--- src/rtl/biriscv_div_issue_ctrl_pkg.sv ---
// Shared definitions for the divider issue controller: FSM states and
// RV32M divide-class opcode decode constants.
package biriscv_div_issue_ctrl_pkg;

  typedef enum logic [1:0] {
    ST_IDLE   = 2'd0,
    ST_LAUNCH = 2'd1,
    ST_WAIT   = 2'd2,
    ST_DRAIN  = 2'd3
  } div_state_e;

  localparam logic [31:0] INST_DIV       = 32'h02004033;
  localparam logic [31:0] INST_DIVU      = 32'h02005033;
  localparam logic [31:0] INST_REM       = 32'h02006033;
  localparam logic [31:0] INST_REMU      = 32'h02007033;
  localparam logic [31:0] INST_DIV_MASK  = 32'hfe00707f;
  // funct3[2] set with the MULDIV funct7 selects the whole divide class
  localparam logic [31:0] INST_DIVC_MASK = 32'hfe00407f;

  function automatic logic is_div_class(input logic [31:0] opcode);
    return (opcode & INST_DIVC_MASK) == INST_DIV;
  endfunction

endpackage

--- src/rtl/biriscv_div_issue_ctrl.sv ---
// Divider initiator: accepts one divide-class op at a time, launches it,
// forwards the result to the register file and guards against a hung divider.
module biriscv_div_issue_ctrl #(
  parameter int TIMEOUT_CYCLES = 40,
  parameter int CNT_W          = 6
) (
  input  logic        clk_i,
  input  logic        rst_ni,
  input  logic        issue_valid_i,
  output logic        issue_ready_o,
  input  logic [31:0] issue_opcode_i,
  input  logic [31:0] issue_pc_i,
  input  logic [4:0]  issue_rd_idx_i,
  input  logic [31:0] issue_ra_operand_i,
  input  logic [31:0] issue_rb_operand_i,
  input  logic        flush_i,
  input  logic [4:0]  hazard_ra_idx_i,
  input  logic [4:0]  hazard_rb_idx_i,
  output logic        hazard_o,
  output logic        div_opcode_valid_o,
  output logic [31:0] div_opcode_o,
  output logic [31:0] div_pc_o,
  output logic [4:0]  div_rd_idx_o,
  output logic [31:0] div_ra_operand_o,
  output logic [31:0] div_rb_operand_o,
  input  logic        div_wb_valid_i,
  input  logic [31:0] div_wb_value_i,
  output logic        wb_valid_o,
  output logic [4:0]  wb_rd_idx_o,
  output logic [31:0] wb_value_o,
  output logic        busy_o,
  output logic        timeout_o
);
  import biriscv_div_issue_ctrl_pkg::*;

  localparam logic [CNT_W-1:0] LP_CNT_LAST = CNT_W'(TIMEOUT_CYCLES - 1);

  div_state_e       r_state;
  div_state_e       w_state_next;
  logic [CNT_W-1:0] r_cnt;
  logic [CNT_W-1:0] w_cnt_next;
  logic [31:0]      r_opcode;
  logic [31:0]      r_pc;
  logic [4:0]       r_rd;
  logic [31:0]      r_ra;
  logic [31:0]      r_rb;
  logic             r_wb_valid;
  logic [4:0]       r_wb_rd;
  logic [31:0]      r_wb_value;
  logic             r_timeout;
  logic             w_idle;
  logic             w_accept;
  logic             w_wb_take;
  logic             w_timeout_hit;

  assign w_idle   = (r_state == ST_IDLE);
  // Ready is held low while reset is asserted so nothing is accepted mid-reset
  assign w_accept = issue_valid_i & issue_ready_o & ~flush_i;

  always_comb begin
    w_state_next  = r_state;
    w_cnt_next    = r_cnt;
    w_wb_take     = 1'b0;
    w_timeout_hit = 1'b0;
    case (r_state)
      ST_IDLE: begin
        if (w_accept) w_state_next = ST_LAUNCH;
      end
      ST_LAUNCH: begin
        w_cnt_next   = '0;
        w_state_next = flush_i ? ST_DRAIN : ST_WAIT;
      end
      ST_WAIT: begin
        w_cnt_next = r_cnt + CNT_W'(1);
        if (div_wb_valid_i) begin
          w_wb_take    = ~flush_i;
          w_state_next = ST_IDLE;
        end else if (flush_i) begin
          w_state_next = ST_DRAIN;
        end else if (r_cnt == LP_CNT_LAST) begin
          w_timeout_hit = 1'b1;
          w_state_next  = ST_IDLE;
        end
      end
      ST_DRAIN: begin
        w_cnt_next = r_cnt + CNT_W'(1);
        if (div_wb_valid_i) begin
          w_state_next = ST_IDLE;
        end else if (r_cnt == LP_CNT_LAST) begin
          w_timeout_hit = 1'b1;
          w_state_next  = ST_IDLE;
        end
      end
      default: w_state_next = ST_IDLE;
    endcase
  end

  always_ff @(posedge clk_i or negedge rst_ni) begin
    if (!rst_ni) begin
      r_state <= ST_IDLE;
      r_cnt   <= '0;
    end else begin
      r_state <= w_state_next;
      r_cnt   <= w_cnt_next;
    end
  end

  always_ff @(posedge clk_i or negedge rst_ni) begin
    if (!rst_ni) begin
      r_opcode <= '0;
      r_pc     <= '0;
      r_rd     <= '0;
      r_ra     <= '0;
      r_rb     <= '0;
    end else if (w_accept) begin
      r_opcode <= issue_opcode_i;
      r_pc     <= issue_pc_i;
      r_rd     <= issue_rd_idx_i;
      r_ra     <= issue_ra_operand_i;
      r_rb     <= issue_rb_operand_i;
    end
  end

  // x0 writes are dropped at the enable but index/data still track the result
  always_ff @(posedge clk_i or negedge rst_ni) begin
    if (!rst_ni) begin
      r_wb_valid <= 1'b0;
      r_wb_rd    <= '0;
      r_wb_value <= '0;
      r_timeout  <= 1'b0;
    end else begin
      r_wb_valid <= w_wb_take & (r_rd != 5'd0);
      if (w_wb_take) begin
        r_wb_rd    <= r_rd;
        r_wb_value <= div_wb_value_i;
      end
      if (w_timeout_hit) r_timeout <= 1'b1;
    end
  end

  assign issue_ready_o      = rst_ni & w_idle;
  assign busy_o             = ~w_idle;
  assign div_opcode_valid_o = (r_state == ST_LAUNCH);
  assign div_opcode_o       = r_opcode;
  assign div_pc_o           = r_pc;
  assign div_rd_idx_o       = r_rd;
  assign div_ra_operand_o   = r_ra;
  assign div_rb_operand_o   = r_rb;
  assign wb_valid_o         = r_wb_valid;
  assign wb_rd_idx_o        = r_wb_rd;
  assign wb_value_o         = r_wb_value;
  assign timeout_o          = r_timeout;
  assign hazard_o = ((r_state == ST_LAUNCH) || (r_state == ST_WAIT)) && (r_rd != 5'd0) &&
                    ((hazard_ra_idx_i == r_rd) || (hazard_rb_idx_i == r_rd));

endmodule
--- config.mk ---
export PLATFORM = sky130hd
export DESIGN_NAME = biriscv_div_issue_ctrl
export DESIGN_NICKNAME = d
export VERILOG_FILES = /design/src/rtl/biriscv_div_issue_ctrl_pkg.sv /design/src/rtl/biriscv_div_issue_ctrl.sv
export SDC_FILE = /design/constraint.sdc
export NUM_CORES = 1
export LEC_CHECK = 0
export ABC_AREA = 1
export CAP_MARGIN = 20
export CORE_MARGIN = 2
export CORE_UTILIZATION = 42
export CTS_CLUSTER_DIAMETER = 150
export DETAILED_ROUTE_END_ITERATION = 6
export GPL_TIMING_DRIVEN = 1
export PLACE_DENSITY = 0.91
export REMOVE_ABC_BUFFERS = 1
export SLEW_MARGIN = 20
export SYNTH_ARGS = -nofsm -noshare
export SYNTH_HDL_FRONTEND = slang
export SYNTH_SLANG_ARGS = --single-unit
export TNS_END_PERCENT = 5
--- constraint.sdc ---
create_clock -name clk_i -period 2 [get_ports clk_i]
set_input_delay 0.2 -clock clk_i [delete_from_list [all_inputs] [get_ports clk_i]]
set_output_delay 0.2 -clock clk_i [all_outputs]
set_load 0.02 [all_outputs]
==> results of run 1 <==
-- cell type report --
cell class	count	area [um^2]	area share, %
Inverter	153	574.3	4.707
Clock inverter	13	166.4	1.364
Sequential cell	180	4504	36.92
Timing Repair Buffer	368	3755	30.77
Clock buffer	19	442.9	3.630
Multi-Input combinational cell	401	2466	20.21
Tap cell	234	292.8	2.400
-- synthesized netlist by cell type (2+ instances only) --
master | number | area, um^2
inv_1 | 152 | 570.6
o21ai_1 | 50 | 250.2
nand2_1 | 178 | 668.1
dfrtp_1 | 180 | 4504
nand3_1 | 8 | 40.04
mux2_2 | 2 | 22.52
mux2_4 | 30 | 450.4
xnor2_1 | 2 | 17.52
nor2_1 | 19 | 71.32
nor3_1 | 4 | 20.02
clkbuf_1 | 6 | 22.52
ha_1 | 6 | 75.07
o21ai_0 | 6 | 30.03
a21oi_1 | 6 | 30.03
o21ai_2 | 78 | 683.2
buf_6 | 27 | 304.0
a21oi_2 | 5 | 43.79
-- state kept, by name (all words and copies together) (netlist names) --
name	flops
wb_valid_o	1
div_rd_idx_o	5
div_rb_operand_o	32
r_state	2
timeout_o	1
div_pc_o	32
wb_rd_idx_o	5
r_cnt	6
div_ra_operand_o	32
div_opcode_o	32
wb_value_o	32
-- final timing paths --
kind / end / slack, ps / cells past startpoint
setup / recovery: hazard_o / 160 / 5
min in group clk_i: div_opcode_o[19]$_DFFE_PN0P_ / 310 / 3
max in group asynchronous: div_ra_operand_o[11]$_DFFE_PN0P_ / 1240 / 2
setup reg to reg: div_ra_operand_o[11]$_DFFE_PN0P_ / 220 / 9
hold reg to reg: timeout_o$_DFFE_PN0P_ / 470 / 1
hold / removal: div_rd_idx_o[1]$_DFFE_PN0P_ / -100 / 2
-- power by group through the flow --
stage | clock, mW | sequential (mW) | combinational [mW]
5_1_grt | 3.70 | 6.39 | 9.41
3_3_place_gp | 0 | 6.14 | 8.66
2_1_floorplan | 0 | 8.10 | 2.52
6_report | 3.48 | 6.21 | 8.82
4_1_cts | 3.56 | 6.21 | 8.90
3_5_place_dp | 0 | 6.26 | 8.88
-- routing by layer --
metal / up-vias / part of all wire [%] / GRT usage [%]
met4: 0 / 3.4 / 9.000
li1: 3060 / - / -
met1: 3013 / 37 / 23.81
met3: 49 / 9.3 / 8.118
met5: - / 0 / 0
met2: 269 / 50 / 37.18
-- cell families (layout without fill, tap and decap cells) --
| family | after synthesis | in the layout |
|---|---|---|
| simple gates | 213 | 213 |
| buf+inv | 186 | 553 |
| flops | 180 | 180 |
| compound gates | 147 | 147 |
| mux | 32 | 32 |
| fa+ha+maj | 6 | 6 |
| xor+xnor | 3 | 3 |
-- worst register-to-register path, cell delays in order, from the launching register on --
cell and delay, ps:
dfrtp_1 420, inv_1 150, ha_2 240, nand2_1 70
inv_2 80, nand3b_4 120, buf_12 180, buf_12 200
nand2_1 130, o21ai_2 60
-- per-stage QoR --
stage	hold WS [ps]	cell area, um^2
6_report	-104.8	12200
5_1_grt	74.00	12200
4_1_cts	45.70	12210
3_5_place_dp	466.4	11600
3_3_place_gp	458.2	11600
2_1_floorplan	-95.59	7542
-- timing repair --
item                                    CTS  global route
resized for setup                         5             4
pin swaps                                 0             0
endpoints found under the setup margin    4             2
==> run_results.csv, run 1 <==
group,metric,value,unit
outcome,status,"finished with violations",
outcome,violations,"negative hold slack",
pwr,power_leakage,6.053,nW
floorplanning,dieArea,19850,um^2
sta,tns,0,ps
global_route,antenna_found_initial,0,
synth,synth_cell_types,25,
floorplanning,die_h,140.9,um
finish,diodes,0,
pwr,ir_drop,792.9,uV
global_route,grt_max_degree,181,
sta,clock_skew,8.385,ps
critical_path,critPathTopFamily,"flip-flops",
critical_path,reg2reg_from,"r_state[0]$_DFFE_PN0P_",
clock_network,postCtsSetupBuffers,0,
synth,async_reset_ff_share,100.0,%
pwr,seq_power_share,33.5,%
drt,vias,6391,
clock_network,clockBufferDepth,2,
synth,seq_area_frac_synth,57.24,%
drt,antenna_left,0,
clock_network,cts_tree,"yes",
placed_design,gp_congestion,0.8221,
critical_path,crit_path_max_fanout,5,
pwr,swShare,37.60,%
floorplanning,num_io_pins,356,
finish,fin_cells,1368,
critical_path,critPathMaxStageDelay,410,ps
clock_network,cts_root_buf,"clkbuf_16",
global_route,grt_pass1_vias,6627,
placed_design,dpl.cell_count,1336,
synth,synthCells,767,
critical_path,start_kind,"flop",
synth,syn_avg_cell_area,10.26,um^2
sta,period_share,92.19,%
sta,finalHoldViolCount,25,
sta,relSlewSlack,29.34,%
synth,synth_top_family_by_area,"compound AO/OA/AOI/OAI gates",
finish,nNetsFinal,1307,
finish,drive_gt1_share,14.73,%
synth,mappedNetlistArea,7869,um^2
clock_network,clkTransAtPathRegs,70,ps
drt,via_per_inst,4.672,
drt,drc,0,
drt,drtIter0Drc,302,
synth,ys_seq_elements,180,
global_route,grt_pass1_wl,33750,um
clock_network,insertion_delay,420,ps
pwr,clkPwrFrac,18.8,%
synth,synth_compound_area_share,13.36,%
finish,final_common_cell,"clkdlybuf4s50_1",
critical_path,cp_data_arrival_time,1640,ps
clock_network,cts_hold_buf,0,
sta,setup_viol,0,
synth,yosysWarnings,0,
pwr,p_int,11.54,mW
floorplanning,core_area,18520,um^2
hold_path,hold_path_class,"in -> async",
critical_path,cp-end-kind,"primary output",
pwr,switchingPower,6.955,mW
critical_path,path_cells,"inv_1 > ha_2 > nand2_1 > a21oi_1 > clkbuf_2",
drt,wl_per_cell,15.69,um
critical_path,crit_start,"r_state[0]$_DFFE_PN0P_",
floorplanning,start_util,42.49,%
sta,fmax,0.5424,GHz
finish,final_util,65.89,%
finish,layout_common_cells,"clkdlybuf4s50_1, dfrtp_1, nand2_1, inv_1, o21ai_2",
run,maxCapViolCount,0,
pwr,combinationalPowerShare,47.7,%
synth,synthMuxAreaShare,6.010,%
placed_design,dp_hpwl,16310,um
drt,first_pass_iters,5,
critical_path,critical_path_class,"reg -> out",
drt,drt_wl_total,21470,um
synth,synth_xor_area_share,0.3339,%
synth,synthAdderAreaFrac,0.9540,%
sta,worst_pin_slew,1060,ps
critical_path,critPathBufInv,2,
placed_design,numPortBuffers,355,
clock_network,htree_levels,4,
sta,rsz0062_at_grt,"no",
global_route,grt_use_total,21.47,%
pwr,cellPowerDensity,1516,nW/um^2
floorplanning,die_w,140.9,um
clock_network,cts_made_buffers,17,
critical_path,worst_path_max_delay_cell,"dfrtp_1",
floorplanning,floorplan.rows,50,
synth,synth_top_flop_cell,"dfrtp_1",
sta,holdWs,-104.8,ps
synth,synth_edf_count,0,
sta,slew_violations,0,
synth,synthSimpleGateAreaFrac,10.65,%
sta,min_period,1844,ps
sta,worst_slack,156.3,ps
clock_network,cts.sinks,180,
pwr,total_power,18.50,mW
critical_path,cp.required,1800,ps
placed_design,post-place-ws,27.56,ps
finish,fill_cells,1386,
global_route,overflow,0,
finish,areaGrowthSynthToFinish,55.06,%
No activity file was read; power rests on OpenSTA's default activity.
==> inputs of run 2 (changes only) <==
- CORE_UTILIZATION: 42 -> 43
- CTS_BUF_LIST: default -> sky130_fd_sc_hd__clkbuf_8
- PLACE_DENSITY: 0.91 -> 0.92
==> run 2 against run 1 <==
The run now ends clean. Clock-buffer cell count decreased by 2. Final cell count about the same. Combinational power increased by 0.5%. Worst hold slack improved by 390 ps. Worst setup slack got worse by 23 ps. Via count decreased by 0.81%. Sequential power increased by 0.6%. Utilization increased by 1.4 points. Critical endpoint unchanged. Largest cell class unchanged. Largest power group unchanged.
==> run_results.csv, run 2 (same netlist as run 1, synthesis figures left out) <==
group,metric,value,unit
critical_path,cp-end-kind,"primary output",
sta,period_share,93.32,%
sta,rsz0062_at_grt,"no",
sta,holdWs,281.7,ps
global_route,grt_pass1_vias,6679,
drt,drtIter0Drc,270,
sta,slew_violations,0,
sta,min_period,1866,ps
drt,via_per_inst,4.637,
clock_network,htree_levels,4,
drt,vias,6339,
floorplanning,num_io_pins,356,
global_route,grt_max_degree,181,
drt,drt_wl_total,21690,um
clock_network,cts_tree,"yes",
clock_network,cts.sinks,180,
clock_network,insertion_delay,440,ps
floorplanning,floorplan.rows,49,
critical_path,start_kind,"flop",
placed_design,numPortBuffers,355,
floorplanning,die_w,139.3,um
critical_path,crit_path_max_fanout,4,
clock_network,cts_made_buffers,17,
sta,relSlewSlack,34.89,%
sta,tns,0,ps
finish,diodes,0,
finish,nNetsFinal,1312,
global_route,antenna_found_initial,0,
sta,fmax,0.5358,GHz
critical_path,critical_path_class,"reg -> out",
drt,first_pass_iters,4,
placed_design,dp_hpwl,16350,um
floorplanning,dieArea,19400,um^2
floorplanning,die_h,139.3,um
finish,final_common_cell,"clkdlybuf4s50_1",
pwr,total_power,17.85,mW
outcome,status,"complete, no violations",
finish,layout_common_cells,"clkdlybuf4s50_1, dfrtp_1, nand2_1, inv_1, o21ai_2",
floorplanning,start_util,43.80,%
hold_path,hold_path_class,"in -> reg",
finish,fill_cells,1296,
run,maxCapViolCount,0,
sta,worst_pin_slew,976.6,ps
pwr,cellPowerDensity,1478,nW/um^2
pwr,ir_drop,939.6,uV
clock_network,clockBufferDepth,2,
global_route,grt_pass1_wl,34490,um
finish,seq_area,4506,um^2
sta,finalHoldViolCount,0,
clock_network,clkTransAtPathRegs,110,ps
placed_design,post-place-ws,-75.72,ps
drt,drc,0,
placed_design,gp_congestion,0.8605,
sta,setup_viol,0,
sta,clock_skew,11.91,ps
critical_path,cp_data_arrival_time,1670,ps
floorplanning,core_area,17960,um^2
drt,wl_per_cell,15.87,um
finish,multi_input_area,2466,um^2
clock_network,cts_root_buf,"clkbuf_8",
sta,worst_slack,133.7,ps
finish,drive_gt1_share,15.20,%
global_route,overflow,0,
finish,areaGrowthSynthToFinish,53.51,%
drt,antenna_left,0,
pwr,power_leakage,5.991,nW
global_route,grt_use_total,22.37,%
critical_path,cp.required,1800,ps
-- run 2: cell count changes in the layout (fill, tap and decap cells not counted), moves of 2 or more --
cell	delta
clkbuf_2	-2
clkinvlp_4	+3
buf_4	+3
bufinv_16	+2
clkbuf_8	+16
inv_6	+3
clkbuf_16	-17
inv_8	-4
inv_2	+2
clkinv_4	-4
-- run 2: final timing paths --
path                                              from                          endpoint  depth (start not counted)  slack [ps]
hold reg to reg                  timeout_o$_DFFE_PN0P_             timeout_o$_DFFE_PN0P_                          1         480
hold / removal                       issue_opcode_i[1]       div_opcode_o[1]$_DFFE_PN0P_                          3         280
setup / recovery           div_rd_idx_o[2]$_DFFE_PN0P_                          hazard_o                          7         130
max in group asynchronous                       rst_ni  div_ra_operand_o[18]$_DFFE_PN0P_                          3         690
setup reg to reg                r_state[0]$_DFFE_PN0P_          div_pc_o[11]$_DFFE_PN0P_                          9         230
min in group asynchronous                       rst_ni       div_rd_idx_o[1]$_DFFE_PN0P_                          3         570
-- run 2: final cells by class --
class	instances	area share, %
multi-input combinational	401	20.42
timing repair buffer	373	31.57
tap	229	2.372
inverter	153	4.755
sequential	180	37.30
clock inverter	14	1.647
clock buffer	17	1.937
-- run 2: what timing repair did --
item | CTS | global route
gates resized for setup | 9 | 4
hold endpoints to repair | 0 | 5
hold buffers | 0 | 1
endpoints found under the setup margin | 4 | 4
setup buffers | 0 | 1
cloned | 0 | 0
-- run 2: through the flow --
stage | util (%) | cells | instance area (um^2)
2_1_floorplan | - | 734 | 7542
3_3_place_gp | 64.75 | 1334 | 11630
3_5_place_dp | 64.75 | 1334 | 11630
4_1_cts | 67.12 | 1365 | 12060
5_1_grt | 67.24 | 1367 | 12080
6_report | 67.24 | 1367 | 12080
-- run 2: power breakdown --
part           leakage [nW]  switching, mW  internal (mW)
combinational          3.53           4.46           4.40
sequential             2.25           1.01           5.24
clock                 0.212           1.36           1.38
total                  5.99           6.83           11.0
-- run 2: critical path: stages (launching register included) --
cell and delay (ps):
dfrtp_1 390, buf_4 150, nand2_1 60, nand2_1 40, nor2_1 160, nand3_1 90, a21oi_1 150, buf_2 180
-- run 2: per-layer routing --
metal	vias to the layer above	global-route usage (%)	routed length (um)	share of wire, %
met5	-	0	0	0
met4	0	8.453	638	2.9
met3	43	7.949	1914	8.8
met2	271	39.91	11090	51
met1	2961	24.43	8043	37
li1	3064	-	-	-
